### config.mk
export PLATFORM = sky130hd
export DESIGN_NAME = palindrome_generator
export DESIGN_NICKNAME = d
export VERILOG_FILES = /design/src/rtl/palindrome_pkg.sv /design/src/rtl/palindrome_lifo.sv /design/src/rtl/palindrome_generator.sv
export SDC_FILE = /design/constraint.sdc
export NUM_CORES = 1
export LEC_CHECK = 0
export BUFFER_PORTS_ARGS = -buffer_cell sky130_fd_sc_hd__buf_4
export CORE_MARGIN = 2
export CORE_UTILIZATION = 45
export CTS_CLUSTER_SIZE = 40
export DETAILED_ROUTE_END_ITERATION = 6
export GPL_TIMING_DRIVEN = 0
export PLACE_DENSITY = 0.58
export RECOVER_POWER = 100
export SLEW_MARGIN = 30
export SYNTH_ARGS = -nofsm -noshare
export SYNTH_HDL_FRONTEND = slang
export SYNTH_SLANG_ARGS = --single-unit
### constraint.sdc
create_clock -name clk -period 3.4 [get_ports clk]
set_input_delay 0.34 -clock clk [delete_from_list [all_inputs] [get_ports clk]]
set_output_delay 0.34 -clock clk [all_outputs]
set_load 0.01 [all_outputs]
### src/rtl/palindrome_pkg.sv
// rtl/palindrome_pkg.sv - shared types and helpers for the palindrome generator
package palindrome_pkg;

    typedef enum logic {
        FILL   = 1'b0,
        MIRROR = 1'b1
    } state_t;

    localparam int MAX_WIDTH = 64;

    // Width-generic: callers widen to MAX_WIDTH and truncate the result back.
    function automatic logic [MAX_WIDTH-1:0] bit_reverse(input logic [MAX_WIDTH-1:0] value,
                                                         input int width);
        logic [MAX_WIDTH-1:0] result;
        result = '0;
        for (int i = 0; i < MAX_WIDTH; i++) begin
            if (i < width) begin
                result[i] = value[width-1-i];
            end
        end
        return result;
    endfunction

endpackage

### src/rtl/palindrome_lifo.sv
// rtl/palindrome_lifo.sv - word stack holding the forward pass for mirroring
module palindrome_lifo #(
    parameter int WIDTH = 8,
    parameter int DEPTH = 16
) (
    input  logic                   clk,
    input  logic                   rst,
    input  logic                   push,
    input  logic                   pop,
    input  logic [WIDTH-1:0]       wdata,
    output logic [WIDTH-1:0]       rdata,
    output logic                   empty,
    output logic                   full,
    output logic [$clog2(DEPTH):0] count
);

    localparam int AW = $clog2(DEPTH);
    localparam logic [AW:0] ONE = (AW + 1)'(1);

    logic [WIDTH-1:0] mem [DEPTH];
    logic [AW:0]      count_q;
    logic [AW:0]      count_d;

    assign empty = (count_q == '0);
    assign full  = (count_q == (AW + 1)'(DEPTH));
    assign count = count_q;
    assign rdata = mem[AW'(count_q - ONE)];

    always_comb begin
        count_d = count_q;
        if (push && !full) begin
            count_d = count_q + ONE;
        end else if (pop && !empty) begin
            count_d = count_q - ONE;
        end
    end

    always_ff @(posedge clk) begin
        if (rst) begin
            count_q <= '0;
        end else begin
            count_q <= count_d;
        end
    end

    // Storage is not reset; only the pointer decides what is valid.
    always_ff @(posedge clk) begin
        if (push && !full) begin
            mem[count_q[AW-1:0]] <= wdata;
        end
    end

endmodule

### src/rtl/palindrome_generator.sv
// rtl/palindrome_generator.sv - forwards a frame, then replays it reversed and bit-mirrored
module palindrome_generator
    import palindrome_pkg::*;
#(
    parameter int WIDTH = 8,
    parameter int DEPTH = 16
) (
    input  logic             clk,
    input  logic             rst,
    input  logic             in_valid,
    output logic             in_ready,
    input  logic [WIDTH-1:0] in_data,
    input  logic             in_last,
    output logic             out_valid,
    input  logic             out_ready,
    output logic [WIDTH-1:0] out_data,
    output logic             out_last,
    output logic             truncated
);

    localparam int CW = $clog2(DEPTH) + 1;

    state_t           state_q, state_d;
    logic             out_valid_q, out_valid_d;
    logic             out_last_q, out_last_d;
    logic [WIDTH-1:0] out_data_q, out_data_d;
    logic             trunc_q, trunc_d;

    logic             reg_free;
    logic             accept;
    logic             hits_depth;
    logic             push, pop;
    logic             lifo_empty, lifo_full;
    logic [CW-1:0]    lifo_count;
    logic [WIDTH-1:0] lifo_rdata;
    logic [WIDTH-1:0] mirror_word;

    palindrome_lifo #(
        .WIDTH(WIDTH),
        .DEPTH(DEPTH)
    ) u_lifo (
        .clk  (clk),
        .rst  (rst),
        .push (push),
        .pop  (pop),
        .wdata(in_data),
        .rdata(lifo_rdata),
        .empty(lifo_empty),
        .full (lifo_full),
        .count(lifo_count)
    );

    assign reg_free    = !out_valid_q || out_ready;
    assign accept      = in_valid && in_ready;
    assign hits_depth  = (lifo_count == CW'(DEPTH - 1));
    assign mirror_word = WIDTH'(bit_reverse(MAX_WIDTH'(lifo_rdata), WIDTH));

    assign out_valid = out_valid_q;
    assign out_data  = out_data_q;
    assign out_last  = out_last_q;
    assign truncated = trunc_q;

    always_ff @(posedge clk) begin
        if (rst) begin
            state_q     <= FILL;
            out_valid_q <= 1'b0;
            out_last_q  <= 1'b0;
            out_data_q  <= '0;
            trunc_q     <= 1'b0;
        end else begin
            state_q     <= state_d;
            out_valid_q <= out_valid_d;
            out_last_q  <= out_last_d;
            out_data_q  <= out_data_d;
            trunc_q     <= trunc_d;
        end
    end

    always_comb begin
        state_d = state_q;
        case (state_q)
            FILL: begin
                if (accept && (in_last || hits_depth)) begin
                    state_d = MIRROR;
                end
            end
            MIRROR: begin
                // Stack drained and the out_last word is leaving the register.
                if (lifo_empty && reg_free) begin
                    state_d = FILL;
                end
            end
        endcase
    end

    always_comb begin
        in_ready    = !rst && (state_q == FILL) && reg_free && !lifo_full;
        push        = 1'b0;
        pop         = 1'b0;
        out_valid_d = out_valid_q;
        out_last_d  = out_last_q;
        out_data_d  = out_data_q;
        trunc_d     = 1'b0;
        if (reg_free) begin
            out_valid_d = 1'b0;
        end
        case (state_q)
            FILL: begin
                if (accept) begin
                    push        = 1'b1;
                    out_valid_d = 1'b1;
                    out_data_d  = in_data;
                    out_last_d  = 1'b0;
                    trunc_d     = !in_last && hits_depth;
                end
            end
            MIRROR: begin
                if (reg_free && !lifo_empty) begin
                    pop         = 1'b1;
                    out_valid_d = 1'b1;
                    out_data_d  = mirror_word;
                    out_last_d  = (lifo_count == CW'(1));
                end
            end
        endcase
    end

endmodule

==> results.yml, run 1 <==
sta:
  worst_pin_slew_ps: 963.7
  maxSlewViolCount: 0
  fin_crit_sh_pct: 93.57
  fin_ws_ps: 218.8
  period_minus_slack_ps: 3181
  rsz0062_at_grt: "false"
  clock.fmax_mhz: 314.3
  skew_ps: 5.140
  maxSlewHeadroom_pct: 35.75
  setup_viol: 0
  timing.final.hold_violations: 0
finish:
  area_growth_pct: 16.80
  nNetsFinal: 469
  finish.instance_area_um2: 7167
  final-instance-count-excl-fill: 639
  mostFrequentLayoutCells: "edfxtp_1, nand3_1, clkbuf_1"
  drive_above_1_share_pct: 14.25
  utilization_pct: 53.91
  n_antenna_cell: 0
  final_common_cell: "edfxtp_1"
synthesis:
  ys.flop_type: "edfxtp_1"
  synth_fp_nets: 426
  synth_top_area_share_pct: 62.64
  synth_edf_count: 128
  ys_ff_latch: 145
  avgSynthCellArea_um2: 15.08
  yosys_warnings: 0
  synth_top_area_cell: "edfxtp_1"
  seq_area_frac_synth_pct: 68.19
  syn_inst: 407
  ys_types: 46
  ys_top_cells_by_area: "edfxtp_1, mux4_2, dfxtp_1"
  syn_area_um2: 6136
  synth-async-reset-ratio_pct: 0
placed_design:
  dpl_cell_area_um2: 6536
  gp_congestion: 0.9203
  dp_cells: 607
  port_buffers: 24
  dp_hpwl_mm: 9.122
  pre_cts_ws_ps: -175.2
setup_path:
  cp_num_buf_inv: 6
  cp_cell_sequence: "clkbuf_4, buf_6, inv_1, buf_2, ha_1, clkbuf_1, clkbuf_4, mux2i_1, nand3_1, a41o_1, a21oi_1, o21ai_0"
  worst-setup-path-type: "flip-flop to flip-flop"
  r2r_cells: 12
  worstSetupEndpointType: "flip-flop"
  reg2reg_from: "u_lifo.count[0]"
  path_max_fanout: 12
  rr_endpoint: "out_data[7]"
  critPathTopFamily: "buffers and inverters"
  crit_cells: 12
  critPathMaxStageDelay_ps: 380
  crit_path_end: "out_data[7]"
  critical_path_arrival_ps: 3490
  r2r_slack_ps: 220
  timing.critical_path.required_ps: 3710
  critPathSlowestCell: "dfxtp_1"
  cp_common_cell: "clkbuf_4"
  start_kind: "flip-flop"
  worstSetupStartpoint: "u_lifo.count[0]"
floorplan:
  core-area_um2: 13300
  start_util_pct: 46.15
  dieArea_um2: 14590
  core.rowCount: 42
  die_w_um: 120.8
  die_h_um: 120.8
  io_pins: 25
worst_hold_path:
  hold_start: "in_last"
  hold_path.class: "primary input to flip-flop"
grt:
  grt_pass1_wl_mm: 20.74
  grt_pass1_vias: 3516
  antenna_found_initial: 0
  gr-usage-all-layers_pct: 20.32
  grt_max_degree: 18
  overflow: 0
detailed_routing:
  vias: 3677
  drtPass1Iterations: 5
  viasPerCell: 5.754
  drc_errors: 0
  wl_mm: 13.75
  drt_first_iter_violations: 306
  wl_per_cell_um: 21.52
  ant_nets: 0
clocking:
  clock_latency_ps: 420
  clk_pin_slew_ps: 60
  cts_root_buf: "clkbuf_16"
  cts_buffer_depth: 2
  cts_sinks: 145
  postCtsSetupBuffers: 0
  htree_num_levels: 4
  cts_tree: "yes"
  cts_buffers: 17
pwr:
  pwr-share-comb_pct: 18.4
  p_sw_w: 0.001279
  p_total_w: 0.005027
  clock_power_share_pct: 41.7
  p_leak_nw: 2.385
  p_int_w: 0.003748
  switching_share_pct: 25.45
  ir_worst_vdd_v: 0.0005641
  power_density_nw_per_um2: 701.4
  pwr-share-seq_pct: 39.9
outcome:
  outcome: "completed"
job:
  maxCapViolCount: 0
==> flip-flops by register name, summed over array words and instances (netlist names) <==
register	count
u_lifo.count	5
truncated	1
out_valid	1
u_lifo.mem	128
out_data	8
state_q	1
out_last	1
==> tightest hold or removal path, delay by kind of cell <==
| family | cells | cell delay [ps] |
|---|---|---|
| buffers and inverters | 1 | 80 |
| and+or+nand+nor | 2 | 130 |
==> area by class of cell <==
class / count / area (um2)
fill: 1102 / 6128
sequential: 145 / 4184
multi-input combinational: 217 / 1789
clock buffer: 23 / 467.9
tap: 176 / 220.2
clock inverter: 9 / 202.7
buffer: 23 / 115.1
timing repair buffer: 24 / 105.1
inverter: 22 / 82.58
==> power by group through the flow <==
| stage | Combinational (W) | Clock (W) | Sequential [W] |
|---|---|---|---|
| after global placement | 0.000915 | 0 | 0.00204 |
| after global routing | 0.00100 | 0.00220 | 0.00201 |
| final | 0.000924 | 0.00210 | 0.00201 |
| after detailed placement | 0.000927 | 0 | 0.00204 |
| after CTS | 0.000934 | 0.00213 | 0.00201 |
| after floorplan | 0.000639 | 0 | 0.00204 |
==> worst min path at each step <==
stage | endpoint | cells past startpoint
after global placement | out_last | 2
after detailed placement | out_last | 2
final | truncated | 3
after CTS | u_lifo.count[1] | 2
after global routing | u_lifo.count[1] | 2
after floorplan | u_lifo.count[1] | 1
==> through the flow <==
stage	hold slack (ps)	TNS (ps)
finish	173.5	0
global route	164.7	0
CTS	153.0	0
detailed placement	463.7	-1030
global placement	448.8	-686.4
floorplan	408.9	0
==> logic make-up (layout without fill, tap and decap cells) <==
family | Yosys count | in the layout | share of synthesized area [%]
adder cells (fa/ha/maj) | 6 | 6 | 1.223
buffers and inverters | 45 | 101 | 2.998
multiplexers | 48 | 48 | 11.09
AND/OR/NAND/NOR | 98 | 98 | 9.135
XOR/XNOR | 5 | 5 | 0.7137
flip-flops | 145 | 145 | 68.19
AO/OA/AOI/OAI | 60 | 60 | 6.648
==> what timing repair did <==
action	CTS	global route
resized for setup	3	6
hold buffers	0	0
setup endpoints to repair	8	19
hold endpoints to repair	0	0
==> cells in the mapped netlist (all sizes together), types with 3 or more instances <==
| master | n |
|---|---|
| a21oi | 12 |
| a41o | 8 |
| and2 | 5 |
| and3 | 12 |
| and4 | 3 |
| buf | 10 |
| clkbuf | 13 |
| dfxtp | 17 |
| edfxtp | 128 |
| ha | 6 |
| inv | 21 |
| mux2i | 32 |
| mux4 | 16 |
| nand2 | 9 |
| nand3 | 36 |
| nand3b | 9 |
| nor2 | 12 |
| o21ai | 18 |
| o22ai | 9 |
| xnor2 | 4 |
==> metal layers <==
metal	vias to the layer above	wire length [um]	GRT usage (%)	share of wire (%)
met5	-	0	0	0
met3	18	697	6.179	5.1
met1	1878	6207	28.14	45
met2	101	6605	30.47	48
li1	1680	-	-	-
met4	0	242	7.340	1.8
(Power assumes the default switching activity.)
==> inputs of run 2 (changes only) <==
--- a/config.mk
+++ b/config.mk
@@ -5,6 +5,7 @@
 export SDC_FILE = /design/constraint.sdc
 export NUM_CORES = 1
 export LEC_CHECK = 0
+export ABC_AREA = 1
 export BUFFER_PORTS_ARGS = -buffer_cell sky130_fd_sc_hd__buf_4
 export CORE_MARGIN = 2
 export CORE_UTILIZATION = 45
==> results.yml, run 2 <==
sta:
  fin_tns_setup_ps: 0
  rsz0062_at_grt: "false"
  maxSlewHeadroom_pct: 28.68
  hold_ws_ps: 105.5
  setup_viol: 0
  timing.final.hold_violations: 0
  clock.fmax_mhz: 328.1
  skew_ps: 4.684
  maxSlewViolCount: 0
  fin_ws_ps: 352.3
  fin_crit_sh_pct: 89.64
  period_minus_slack_ps: 3048
  worst_pin_slew_ps: 1070
grt:
  antenna_found_initial: 0
  gr-usage-all-layers_pct: 21.98
  grt_pass1_wl_mm: 25.52
  grt_max_degree: 18
  overflow: 0
  grt_pass1_vias: 4450
outcome:
  outcome: "completed"
synthesis:
  seq_area_frac_synth_pct: 63.45
  avgSynthCellArea_um2: 9.991
  yosysMostFrequentCell: "nand2_1"
  synth-async-reset-ratio_pct: 0
  synth_edf_count: 128
  ys_types: 31
  syn_inst: 660
  ys.flop_type: "edfxtp_1"
  syn_area_um2: 6594
  yosys_warnings: 0
  synthTopCellsByCount: "nand2_1, edfxtp_1, inv_1"
  ys_ff_latch: 145
  synth_fp_nets: 679
  synth_top_area_share_pct: 58.29
  ys_top_cells_by_area: "edfxtp_1, nand2_1, nand3_1"
  synth_top_area_cell: "edfxtp_1"
floorplan:
  start_util_pct: 45.71
  io_pins: 25
  die_h_um: 125.1
  dieArea_um2: 15640
  die_w_um: 125.1
  core-area_um2: 14420
  core.rowCount: 44
detailed_routing:
  wl_mm: 16.42
  wl_met2_mm: 7.579
  drtPass1Iterations: 5
  wl_per_cell_um: 18.24
  viasPerCell: 5.109
  vias: 4598
  wl_met3_mm: 1.132
  highest_layer: "met4"
  wl_met1_mm: 7.444
  ant_nets: 0
  drt_first_iter_violations: 448
  drc_errors: 0
setup_path:
  timing.critical_path.required_ps: 3450
  critical_path_arrival_ps: 3100
  worst-setup-path-type: "flip-flop to flip-flop"
  reg2reg_from: "u_lifo.count[0]"
  path_max_fanout: 12
  worstSetupEndpointType: "flip-flop"
  worstSetupStartpoint: "u_lifo.count[0]"
  start_kind: "flip-flop"
clocking:
  cts_sinks: 145
  clock_latency_ps: 420
  postCtsSetupBuffers: 0
  cts_tree: "yes"
  clk_pin_slew_ps: 60
  htree_num_levels: 4
  cts-hold-fix-buffers: 0
  post_cts_resized: 0
  cts_buffer_depth: 2
  cts_root_buf: "clkbuf_16"
  cts_buffers: 17
finish:
  nNetsFinal: 722
  n_antenna_cell: 0
  largest_reg_flops: 128
  mostFrequentLayoutCells: "nand2_1, edfxtp_1, inv_1"
  area_growth_pct: 13.24
  drive_above_1_share_pct: 11.31
  final_common_cell: "nand2_1"
pwr:
  ir_worst_vdd_v: 0.0003009
  power_density_nw_per_um2: 593.9
  p_leak_nw: 3.153
placed_design:
  dp_hpwl_mm: 11.38
  pre_cts_ws_ps: 496.0
  gp_congestion: 0.8814
  port_buffers: 24
worst_hold_path:
  hold_start: "in_last"
  hold_path.class: "primary input to flip-flop"
job:
  maxCapViolCount: 0
## run 2: changes by cell type after synthesis, sizes merged, moves of 12 or more
cell / previous run / this run
mux2i: 32 / 0
nor2: 12 / 25
and3: 12 / 0
mux4: 16 / 0
nand3: 36 / 109
nand2: 9 / 185
buf: 10 / 26
inv: 21 / 111
## run 2: per-layer routing
layer,vias to the layer above,global-route usage (%)
li1,2229,-
met1,2204,31.04
met2,138,34.18
met3,27,5.092
met4,0,6.601
met5,-,0
## run 2: path summary, 6_finish.rpt
kind	to	slack (ps)	cells past startpoint
max reg2reg	u_lifo.mem[13][7]	350	12
max	u_lifo.mem[13][7]	350	12
min reg2reg	out_data[1]	540	2
min	truncated	110	2
## run 2: area by class of cell
cell class | count | area (um2)
Clock inverter | 13 | 120.1
Sequential cell | 145 | 4184
Clock buffer | 19 | 432.9
Timing Repair Buffer | 24 | 108.9
Buffer | 30 | 201.4
Inverter | 112 | 420.4
Multi-Input combinational cell | 373 | 1769
Tap cell | 184 | 230.2
Fill cell | 1330 | 6957
## run 2: kinds of logic (layout without fill, tap and decap cells)
kind of cell	Yosys count	after routing	share of synthesized area, %
AO/OA/AOI/OAI	32	32	2.562
buffers and inverters	142	198	9.525
flip-flops	145	145	63.45
XOR/XNOR	4	4	0.7592
adder cells (fa/ha/maj)	6	6	1.138
AND/OR/NAND/NOR	331	331	22.56
## run 2: through the flow
step / power, W / instance area, um2 / util (%) / std cells
floorplan: 0.002468 / 6594 / - / 660
global placement: 0.002720 / 7004 / 48.56 / 868
detailed placement: 0.002729 / 7009 / 48.59 / 868
CTS: 0.004473 / 7562 / 52.43 / 900
global route: 0.004609 / 7467 / 51.77 / 900
finish: 0.004435 / 7467 / 51.77 / 900
## run 2: critical path, stage by stage (launching register included)
cell      delay [ps]
dfxtp_1          410
clkbuf_1         220
inv_1            120
buf_6            170
buf_4            190
ha_1             260
nand3_1           90
nand2_1           60
inv_2             70
nand2_4           70
inv_2            140
nand2_1          160
nor2_1           700
## run 2: report_power, final
group	internal [W]	switching, W	leakage [nW]
logic	0.000208	0.000485	1.59
clock network	0.00106	0.000692	0.270
registers	0.00197	0.0000154	1.29
==> inputs of run 3 (changes only) <==
--- a/config.mk
+++ b/config.mk
@@ -7,12 +7,11 @@
 export LEC_CHECK = 0
 export ABC_AREA = 1
 export BUFFER_PORTS_ARGS = -buffer_cell sky130_fd_sc_hd__buf_4
-export CORE_MARGIN = 2
-export CORE_UTILIZATION = 45
+export CORE_UTILIZATION = 40
 export CTS_CLUSTER_SIZE = 40
 export DETAILED_ROUTE_END_ITERATION = 6
 export GPL_TIMING_DRIVEN = 0
-export PLACE_DENSITY = 0.58
+export PLACE_DENSITY = 0.53
 export RECOVER_POWER = 100
 export SLEW_MARGIN = 30
 export SYNTH_ARGS = -nofsm -noshare
==> results.yml, run 3 (synthesis results as in run 2) <==
detailed_routing:
  drtPass1Iterations: 4
  drt_first_iter_violations: 301
  wl_mm: 16.76
  wl_per_cell_um: 18.00
  ant_nets: 0
  drc_errors: 0
  vias: 4571
  viasPerCell: 4.910
sta:
  fin_ws_ps: 397.6
  period_minus_slack_ps: 3002
  rsz0062_at_grt: "false"
  skew_ps: 8.178
  maxSlewHeadroom_pct: 28.28
  fin_tns_setup_ps: 0
  hold_ws_ps: 81.39
  clock.fmax_mhz: 333.1
  setup_viol: 0
  fin_crit_sh_pct: 88.31
  worst_pin_slew_ps: 1076
  timing.final.hold_violations: 0
  maxSlewViolCount: 0
outcome:
  outcome: "completed"
floorplan:
  die_w_um: 130.4
  core-area_um2: 16000
  dieArea_um2: 17000
  core.rowCount: 46
  die_h_um: 130.4
  io_pins: 25
  start_util_pct: 41.21
setup_path:
  cp_cell_sequence: "clkbuf_1, inv_1, buf_6, buf_4, ha_1, nand3_1, nand2_1, inv_2, nand2_4, inv_2, nand2_1, nor2_1"
  start_kind: "flip-flop"
  cp_num_buf_inv: 6
  timing.critical_path.required_ps: 3460
  worst-setup-path-type: "flip-flop to flip-flop"
  worstSetupEndpointType: "flip-flop"
  critical_path_arrival_ps: 3060
  critPathTopFamily: "simple AND/OR/NAND/NOR gates"
  critPathMaxStageDelay_ps: 660
  critPathSlowestCell: "nor2_1"
  path_max_fanout: 12
finish:
  drive_above_1_share_pct: 11.89
  n_fill_cell: 1565
  area_growth_pct: 14.10
  multiInputGateArea_um2: 1777
  final-instance-count-excl-fill: 931
  nNetsFinal: 722
  final_common_cell: "nand2_1"
  largest_reg_flops: 128
  n_antenna_cell: 0
  mostFrequentLayoutCells: "nand2_1, edfxtp_1, inv_1"
  regArea_um2: 4184
clocking:
  htree_num_levels: 4
  cts_root_buf: "clkbuf_16"
  postCtsSetupBuffers: 0
  clk_pin_slew_ps: 60
  cts_buffers: 17
  clock_latency_ps: 430
  cts_tree: "yes"
  cts_buffer_depth: 2
  post_cts_resized: 0
  cts-hold-fix-buffers: 0
  cts_sinks: 145
pwr:
  power_density_nw_per_um2: 598.2
  clock_power_share_pct: 40.5
  switching_share_pct: 27.75
  p_int_w: 0.003252
  pwr-share-seq_pct: 44.1
  p_leak_nw: 3.146
  ir_worst_vdd_v: 0.0003444
  p_sw_w: 0.001249
  pwr-share-comb_pct: 15.4
grt:
  grt_pass1_wl_mm: 25.10
  antenna_found_initial: 0
  gr-usage-all-layers_pct: 21.19
  overflow: 0
  grt_pass1_vias: 4354
  grt_max_degree: 18
placed_design:
  dp_cells: 900
  dp_hpwl_mm: 11.28
  pre_cts_ws_ps: 539.6
  gp_congestion: 0.9193
  port_buffers: 24
worst_hold_path:
  hold_path.class: "primary input to flip-flop"
job:
  maxCapViolCount: 0
## run 3: power groups by stage
stage          clock [W]  sequential (W)  combinational, W
2_1_floorplan          0         0.00203          0.000442
3_3_place_gp           0         0.00202          0.000707
3_5_place_dp           0         0.00202          0.000710
4_1_cts          0.00183         0.00198          0.000714
5_1_grt          0.00189         0.00199          0.000756
6_report         0.00182         0.00198          0.000691
## run 3: metrics by stage
stage	area, um2	util [%]	power [W]
2_1_floorplan	6594	-	0.002468
3_3_place_gp	7044	44.03	0.002728
3_5_place_dp	7049	44.06	0.002732
4_1_cts	7619	47.62	0.004533
5_1_grt	7523	47.02	0.004637
6_report	7523	47.02	0.004501
## run 3: final cells by class
class | instances | share of cell area (%)
Timing Repair Buffer | 24 | 1.447
Tap cell | 216 | 3.592
Sequential cell | 145 | 55.61
Buffer | 30 | 2.578
Clock buffer | 18 | 5.704
Inverter | 112 | 5.588
Clock inverter | 13 | 1.863
Multi-Input combinational cell | 373 | 23.62
## run 3: path summary, 6_finish.rpt
| path | start | endpoint | slack, ps | cells past startpoint |
|---|---|---|---|---|
| worst max-delay path | u_lifo.count[0] | u_lifo.mem[6][4] | 400 | 12 |
| worst min register to register | out_data[1] | out_data[1] | 540 | 2 |
| worst max register to register | u_lifo.count[0] | u_lifo.mem[6][4] | 400 | 12 |
| worst min-delay path | in_last | truncated | 80 | 2 |
## run 3: layer usage
metal / routed length [um] / track usage [%] / vias to the layer above / part of all wire, %
li1: - / - / 2230 / -
met1: 7812 / 28.40 / 2208 / 47
met2: 7955 / 34.14 / 111 / 47
met3: 659 / 4.072 / 22 / 3.9
met4: 329 / 8.316 / 0 / 2.0
met5: 0 / 0 / - / 0
